===== src/rtl/fifo_uart_tx_pkg.sv =====
// Shared UART definitions: transmitter FSM encodings and parity-type constants.
package fifo_uart_tx_pkg;

  typedef enum logic [2:0] {
    ST_IDLE   = 3'd0,
    ST_START  = 3'd1,
    ST_DATA   = 3'd2,
    ST_PARITY = 3'd3,
    ST_STOP   = 3'd4
  } tx_state_t;

  localparam logic PAR_EVEN = 1'b0;
  localparam logic PAR_ODD  = 1'b1;

  function automatic logic parity_bit(input logic typ, input logic xor_red);
    return (typ == PAR_ODD) ? ~xor_red : xor_red;
  endfunction

endpackage


===== src/rtl/tx_serializer.sv =====
// Byte shift register, bit counter and parity bit for the UART transmitter.
module tx_serializer
  import fifo_uart_tx_pkg::*;
#(
  parameter int DATA_WIDTH = 8
) (
  input  logic                  clk,
  input  logic                  rst,
  input  logic                  load,
  input  logic [DATA_WIDTH-1:0] load_data,
  input  logic                  load_typ,
  input  logic                  shift,
  input  logic                  count,
  output logic                  next_bit,
  output logic                  last_bit,
  output logic                  parity
);

  localparam int CW = (DATA_WIDTH > 1) ? $clog2(DATA_WIDTH) : 1;
  localparam logic [CW-1:0] LAST_IDX = CW'(DATA_WIDTH - 1);

  logic [DATA_WIDTH-1:0] shreg;
  logic [CW-1:0]         bit_cnt;
  logic                  par_q;

  // Parity is taken at load time because the shift register is consumed as bits go out.
  always_ff @(posedge clk) begin
    if (rst) begin
      shreg   <= '0;
      bit_cnt <= '0;
      par_q   <= 1'b0;
    end else if (load) begin
      shreg   <= load_data;
      bit_cnt <= '0;
      par_q   <= parity_bit(load_typ, ^load_data);
    end else begin
      if (shift) shreg <= shreg >> 1;
      if (count) bit_cnt <= (bit_cnt == LAST_IDX) ? '0 : bit_cnt + 1'b1;
    end
  end

  assign next_bit = shreg[0];
  assign last_bit = (bit_cnt == LAST_IDX);
  assign parity   = par_q;

endmodule


===== src/rtl/fifo_uart_tx.sv =====
// UART transmitter that pops bytes from a FIFO and sends 8N1/8E1/8O1-style frames.
//   state     | meaning
//   ST_IDLE   | line high, waiting for FIFO data
//   ST_START  | start bit (0) on the line
//   ST_DATA   | data bits, LSB first
//   ST_PARITY | parity bit on the line
//   ST_STOP   | stop bit (1); may pop the next byte for back-to-back frames
module fifo_uart_tx
  import fifo_uart_tx_pkg::*;
#(
  parameter int DATA_WIDTH = 8
) (
  input  logic                  CLK,
  input  logic                  RST,
  input  logic                  EMPTY,
  input  logic [DATA_WIDTH-1:0] RD_DATA,
  output logic                  R_INC,
  input  logic                  PAR_EN,
  input  logic                  PAR_TYP,
  output logic                  TX_OUT,
  output logic                  BUSY
);

  tx_state_t state, state_nxt;
  logic      par_en_q;
  logic      pop;
  logic      tx_nxt;
  logic      ser_bit, ser_last, ser_par;

  always_ff @(posedge CLK) begin
    if (RST) begin
      state    <= ST_IDLE;
      TX_OUT   <= 1'b1;
      BUSY     <= 1'b0;
      par_en_q <= 1'b0;
    end else begin
      state  <= state_nxt;
      TX_OUT <= tx_nxt;
      BUSY   <= (state_nxt != ST_IDLE);
      if (pop) par_en_q <= PAR_EN;
    end
  end

  always_comb begin
    state_nxt = state;
    pop       = 1'b0;
    case (state)
      ST_IDLE: begin
        if (!EMPTY) begin
          pop       = 1'b1;
          state_nxt = ST_START;
        end
      end
      ST_START:  state_nxt = ST_DATA;
      ST_DATA: begin
        if (ser_last) state_nxt = par_en_q ? ST_PARITY : ST_STOP;
      end
      ST_PARITY: state_nxt = ST_STOP;
      ST_STOP: begin
        if (!EMPTY) begin
          pop       = 1'b1;
          state_nxt = ST_START;
        end else begin
          state_nxt = ST_IDLE;
        end
      end
      default:   state_nxt = ST_IDLE;
    endcase
    if (RST) pop = 1'b0;
  end

  // TX_OUT is registered, so it is driven from the value belonging to the state being entered.
  always_comb begin
    tx_nxt = 1'b1;
    case (state_nxt)
      ST_START:  tx_nxt = 1'b0;
      ST_DATA:   tx_nxt = ser_bit;
      ST_PARITY: tx_nxt = ser_par;
      default:   tx_nxt = 1'b1;
    endcase
  end

  assign R_INC = pop;

  tx_serializer #(.DATA_WIDTH(DATA_WIDTH)) u_ser (
    .clk      (CLK),
    .rst      (RST),
    .load     (pop),
    .load_data(RD_DATA),
    .load_typ (PAR_TYP),
    .shift    (state_nxt == ST_DATA),
    .count    (state == ST_DATA),
    .next_bit (ser_bit),
    .last_bit (ser_last),
    .parity   (ser_par)
  );

endmodule

===== config.mk =====
export PLATFORM = sky130hd
export DESIGN_NAME = fifo_uart_tx
export DESIGN_NICKNAME = d
export VERILOG_FILES = /design/src/rtl/fifo_uart_tx_pkg.sv /design/src/rtl/tx_serializer.sv /design/src/rtl/fifo_uart_tx.sv
export SDC_FILE = /design/constraint.sdc
export NUM_CORES = 1
export LEC_CHECK = 0
export CORE_MARGIN = 8
export CORE_UTILIZATION = 53
export DETAILED_ROUTE_END_ITERATION = 10
export GPL_TIMING_DRIVEN = 0
export HOLD_SLACK_MARGIN = 0.05
export MAX_ROUTING_LAYER = met4
export PLACE_DENSITY = 0.88
export SETUP_SLACK_MARGIN = 0.15
export SLEW_MARGIN = 20
export SYNTH_ARGS = -nofsm -noshare
export SYNTH_HDL_FRONTEND = slang
export SYNTH_SLANG_ARGS = --single-unit

===== constraint.sdc =====
create_clock -name CLK -period 3.94 [get_ports CLK]
set_input_delay 0.788 -clock CLK [delete_from_list [all_inputs] [get_ports CLK]]
set_output_delay 0.788 -clock CLK [all_outputs]
set_load 0.01 [all_outputs]

# Word-level counts from Yosys, hierarchy flattened
# Index checks and enable logic that the tools add are counted.
# classes
addsub	1
n_eq_ne	8
mux	13
n_bitwise	1
n_reduce_logical	6
# ops
operator	count
$mux 8	2
$pmux 3 s5	1
$eq 3x2->1 const B	4
$mux 3	4
$reduce_xor 8->1	1
$eq 3x1->1 const B	2
$eq 3x3->1 const B	2
$mux 1	5
$reduce_or 2->1	2
$add 3x1->3 const B	1
$logic_not 3->1	1
$pmux 1 s3	1
$reduce_bool 3->1	1
$reduce_bool 2->1	1
$not 1->1	1
# totals
ff_bits	18
input_bits	13
out_inout_bits	3
elab_cells	36

# Logic depth before layout (Yosys ltp)
# Gate-level depths: netlist of run 1.
# logic_depth
word_depth	6
ltp_mapped	6
mapped_depth_nobuf	6

# Hierarchy
# A second synthesis of run 1 with hierarchy kept.
# unflattened
hier_cells	96
area_unflattened_um2	875.8
# modules_own_cells
mod	n_inst	cells_each	area_each_um2
tx_serializer	1	67	605.6
fifo_uart_tx	1	29	270.3

# Worst setup path after synthesis of run 1
# Ideal clock, no wire load.
# synth_timing
kind	input to output
from	input EMPTY
to	output R_INC
arrival_ns	1.305
slack_ns	1.847
stages	4
path_buffers	1
cell_sequence	nor3_1 -> nand2b_1 -> clkbuf_1 -> inv_1
# synth_between
elab_chain_len	3
# synth_rtl
element	line_no	text
start: declaration	fifo_uart_tx.sv:15	input logic EMPTY,
$mux 1	fifo_uart_tx.sv:49, fifo_uart_tx.sv:60	
$mux 1	-	
$mux 1	fifo_uart_tx.sv:69	if (RST) pop = 1'b0;
end: declaration	fifo_uart_tx.sv:17	output logic R_INC,
# Every way passes these cells.

# Worst setup path in the final report of run 1
# layout_timing
from	input RST
to	output R_INC
# layout_between
elab_chain_len	1
# layout_rtl
element	line_no	text
start: declaration	fifo_uart_tx.sv:14	input logic RST,
$mux 1	fifo_uart_tx.sv:69	
# Every way passes these cells.

==> results of run 1 <==
report_power, final:
part           total (mW)  switching, mW  internal, mW
clock               0.116         0.0594        0.0564
sequential          0.206        0.00981         0.196
combinational      0.0877         0.0394        0.0484
final cells by class:
class	count	area [um2]	area share [%]
tap	16	20.0	1.85
multi-input combinational	71	494	45.8
clock buffer	4	36.3	3.36
inverter	1	3.75	0.348
sequential	18	360	33.4
buffer	4	15.0	1.39
timing repair buffer	15	150	13.9
layout by cell type (no fill, tap or decap), types with 2 or more instances in the layout:
| master | n |
|---|---|
| nand2_1 | 4 |
| nor2b_1 | 4 |
| xnor2_1 | 6 |
| mux2i_1 | 7 |
| a21oi_1 | 6 |
| clkbuf_1 | 4 |
| dfxtp_1 | 18 |
| o21ai_0 | 6 |
| ha_1 | 2 |
| nand2b_1 | 4 |
| clkdlybuf4s50_1 | 15 |
| nor2_1 | 12 |
| nand3b_1 | 2 |
| clkbuf_4 | 3 |
| a211oi_1 | 7 |
sequential cells by signal, summed over array words and instances (netlist names):
register and cells:
par_en_q 1, BUSY 1, u_ser.shreg 8, u_ser.parity 1, u_ser.bit_cnt 3, state 3, TX_OUT 1
metal layers:
layer / track usage, % / part of all wire [%]
met3: 2.92 / 5.8
met2: 21.5 / 47
met4: 6.19 / 2.5
met1: 14.3 / 45
met5: - / 0
logic make-up (layout without fill, tap and decap cells):
family                   Yosys count  after routing  share of synthesized area [%]
adder cells (fa/ha/maj)            2              2                           2.86
buffers and inverters              5             24                           2.15
AO/OA/AOI/OAI                     23             23                           17.8
flip-flops                        18             18                           41.3
XOR/XNOR                           7              7                           8.60
multiplexers                       7              7                           8.02
AND/OR/NAND/NOR                   32             32                           19.3
worst max-delay path, cell delays in order:
cell	delay, ns
clkdlybuf4s50_1	0.60
nand2b_1	0.14
clkbuf_1	0.27
inv_1	0.13
clkdlybuf4s50_1	0.50
worst paths after layout:
path / to / cells past startpoint / from
worst max-delay path: R_INC / 5 / RST
worst min-delay path: u_ser.parity / 2 / u_ser.parity
worst max register to register: u_ser.shreg[5] / 6 / u_ser.bit_cnt[0]
worst min register to register: u_ser.parity / 2 / u_ser.parity
==> results.toml, run 1 <==
[clock_tree]
clock_latency_ns = 0.30
cts_resized = 0
cts_buffers = 3
cts.path.max_buffers = 2
clkSinkCount = 18
cts_tree = "yes"
cts_max_level = 1
root_buffer = "clkbuf_4"
cts.clk_slew.worst_paths_ns = 0.10
hold_buffers = 0
postCtsSetupRepairBufs = 0

[synthesis]
synth_cell_types = 25
synthTopCellsByCount = "dfxtp_1, nor2_1, a211oi_1, mux2i_1"
syn_inst = 94
synth-seq-cells = 18
postSynth.asyncResetShare_pct = 0
syn-cell-area_um2 = 873
yosysMostFrequentCell = "dfxtp_1"
synth_top_area_share_pct = 41.3
ys_warn_count = 0
synthesis.nets = 109
synth_flop_cell = "dfxtp_1"
synthTopCellsByArea = "dfxtp_1, mux2i_1, a211oi_1"
synth_top_area_cell = "dfxtp_1"
syn_avg_cell_area_um2 = 9.29
synth_edf_count = 0
seq_area_frac_synth_pct = 41.3

[power]
cellPowerDensity_mw_per_mm2 = 379
leakagePower_nw = 0.403
max-vdd-ir-drop_uv = 245
finalPower_mw = 0.409

[finish]
diodes = 0
area_growth_pct = 23.6
post-route-cell-area_mm2 = 0.00108
utilization_pct = 70.9
layout.nets = 129
stdcell_count = 129
drive_gt1_share_pct = 5.31
fill_cells = 119

[timing]
fin_setup_tns_ns = 0
skew_ns = 0.00118
slew_headroom_pct = 70.7
fmax_ghz = 0.310
period_needed_ns = 3.22
rsz0062_at_grt = "no"
drv_slew = 0
worst_slack_ns = 0.719
worst_slew_pin_slew_ns = 0.440
finalSetupViolCount = 0
finalCritPeriodShare_pct = 81.8
report.final.hold_viol_count = 0
whs_ns = 0.490

[die]
fp.dieH_um = 56.6
rows = 14
dieArea_mm2 = 0.00320
initial_utilization_pct = 57.3
io_pins = 16
coreArea_mm2 = 0.00152
die_w_um = 56.6

[worst_setup_path]
end_kind = "primary output"
cp_max_fo = 7
reg2reg_slack_ns = 1.92
crit_required_ns = 3.15
worst_ep_arrival_time_ns = 2.43
path_class = "in2out"
critPathLaunchType = "input pin"

[global_routing]
groute.usage.overall_pct = 13.0
grt_pass1_vias = 762
overflow = 0
grt_max_degree = 11
antenna_found_initial = 0
grt_pass1_wl_um = 3350

[drt]
firstDrtPassIters = 4
wl_um = 2030
drc = 0
num_vias = 761
wl_per_cell_um = 15.7
via_per_inst = 5.90
first_iter_violations = 20
antenna_left = 0

[place]
dp.cells = 125
post-dp-hpwl_um = 1590
post-place-ws_ns = 0.747
place_area_mm2 = 0.00104
io_buffers = 15
gp_congestion = 0.799

[min_path]
hold_class = "reg2reg"

[flow_run]
drv_cap = 0

[run_status]
status = "complete, no violations"
Note: power is estimated with default switching activity, not from simulation.
==> inputs of run 2 (changes only) <==
--- a/config.mk
+++ b/config.mk
@@ -6,12 +6,12 @@
 export NUM_CORES = 1
 export LEC_CHECK = 0
 export CORE_MARGIN = 8
-export CORE_UTILIZATION = 53
+export CORE_UTILIZATION = 50
 export DETAILED_ROUTE_END_ITERATION = 10
 export GPL_TIMING_DRIVEN = 0
 export HOLD_SLACK_MARGIN = 0.05
 export MAX_ROUTING_LAYER = met4
-export PLACE_DENSITY = 0.88
+export PLACE_DENSITY = 0.84
 export SETUP_SLACK_MARGIN = 0.15
 export SLEW_MARGIN = 20
 export SYNTH_ARGS = -nofsm -noshare
==> constraint.sdc (replaced) <==
create_clock -name CLK -period 3.2 [get_ports CLK]
set_input_delay 0.64 -clock CLK [delete_from_list [all_inputs] [get_ports CLK]]
set_output_delay 0.64 -clock CLK [all_outputs]
set_load 0.01 [all_outputs]
==> results.toml, run 2 (same netlist as run 1, synthesis figures left out) <==
[die]
dieArea_mm2 = 0.00334
die_w_um = 57.8
fp.dieH_um = 57.8
coreArea_mm2 = 0.00169
rows = 15
io_pins = 16
initial_utilization_pct = 51.7

[global_routing]
grt_pass1_wl_um = 3160
overflow = 0
groute.usage.overall_pct = 12.0
grt_max_degree = 11
antenna_found_initial = 0
grt_pass1_vias = 769

[worst_setup_path]
critPathLaunchType = "input pin"
worst_ep_arrival_time_ns = 2.21
crit_required_ns = 2.56
cp_max_fo = 7
path_class = "in2out"
end_kind = "primary output"

[finish]
regMostFlops = "u_ser.shreg"
post-route-cell-area_mm2 = 0.00108
diodes = 0
layout.nets = 129
area_growth_pct = 23.8
utilization_pct = 64.0
reg_top3 = "u_ser.shreg: 8 flops, state: 3 flops, u_ser.bit_cnt: 3 flops"
drive_gt1_share_pct = 5.31
layout_common_cells = "dfxtp_1, clkdlybuf4s50_1, nor2_1, mux2i_1, a211oi_1"
mostFrequentLayoutCell = "dfxtp_1"
stdcell_count = 130
largest_register_ffs = 8

[drt]
antenna_left = 0
drc = 0
first_iter_violations = 7
wl_per_cell_um = 13.5
num_vias = 718
wl_um = 1750
via_per_inst = 5.52
firstDrtPassIters = 4

[power]
cellPowerDensity_mw_per_mm2 = 457
finalPower_mw = 0.494
p_clk_share_pct = 27.6
combPwrFrac_pct = 21.3
leakagePower_nw = 0.403
max-vdd-ir-drop_uv = 269
power_switching_mw = 0.124
seq_power_share_pct = 51.1
swShare_pct = 25.1
internal_power_mw = 0.370

[place]
dp.cells = 126
io_buffers = 15
post-dp-hpwl_um = 1410
post-place-ws_ns = 0.362
place_area_mm2 = 0.00104
gp_congestion = 0.760

[clock_tree]
postCtsSetupRepairBufs = 0
cts.clk_slew.worst_paths_ns = 0.11
hold_buffers = 0
root_buffer = "clkbuf_4"
cts_max_level = 1
cts.path.max_buffers = 2
cts_resized = 0
clkSinkCount = 18
cts_tree = "yes"
cts_buffers = 3
clock_latency_ns = 0.29

[run_status]
status = "complete, no violations"

[timing]
fmax_ghz = 0.351
drv_slew = 0
report.final.hold_viol_count = 0
slew_headroom_pct = 70.4
worst_slew_pin_slew_ns = 0.443
rsz0062_at_grt = "no"
fin_setup_tns_ns = 0
finalCritPeriodShare_pct = 88.9
finalSetupViolCount = 0
worst_slack_ns = 0.354
period_needed_ns = 2.85
skew_ns = 0.0113
whs_ns = 0.478

[min_path]
hold_class = "reg2reg"

[flow_run]
drv_cap = 0
==> run 2: final timing paths <==
kind / endpoint / slack, ns / startpoint / cells past startpoint
setup / recovery: R_INC / 0.35 / EMPTY / 6
hold / removal: u_ser.parity / 0.48 / u_ser.parity / 2
setup reg to reg: u_ser.shreg[3] / 1.20 / u_ser.bit_cnt[0] / 6
hold reg to reg: u_ser.parity / 0.48 / u_ser.parity / 2
==> run 2: final cells by class <==
type	count	area (um2)
buffer	4	15.0
clock buffer	4	36.3
fill	163	608
inverter	1	3.75
multi-input combinational	71	494
sequential	18	360
tap	17	21.3
timing repair buffer	15	150
==> run 2: power groups by stage <==
| stage | clock network [mW] | logic (mW) | registers, mW |
|---|---|---|---|
| 2_1_floorplan | 0 | 0.0686 | 0.256 |
| 3_3_place_gp | 0 | 0.103 | 0.257 |
| 3_5_place_dp | 0 | 0.105 | 0.258 |
| 4_1_cts | 0.141 | 0.106 | 0.253 |
| 5_1_grt | 0.152 | 0.116 | 0.255 |
| 6_report | 0.136 | 0.105 | 0.253 |
==> run 2: worst max-delay path, stage by stage <==
cell and delay, ns:
clkdlybuf4s50_1 0.42, nor3_1 0.21, nand2b_1 0.09, clkbuf_1 0.17, inv_1 0.13, clkdlybuf4s50_1 0.55
==> run 2: per-layer routing <==
| layer | part of all wire [%] | GRT usage (%) | vias up |
|---|---|---|---|
| met5 | 0 | - | - |
| met4 | 0.57 | 5.24 | 0 |
| li1 | - | - | 370 |
| met3 | 3.0 | 3.09 | 2 |
| met2 | 50 | 19.3 | 13 |
| met1 | 47 | 13.8 | 333 |
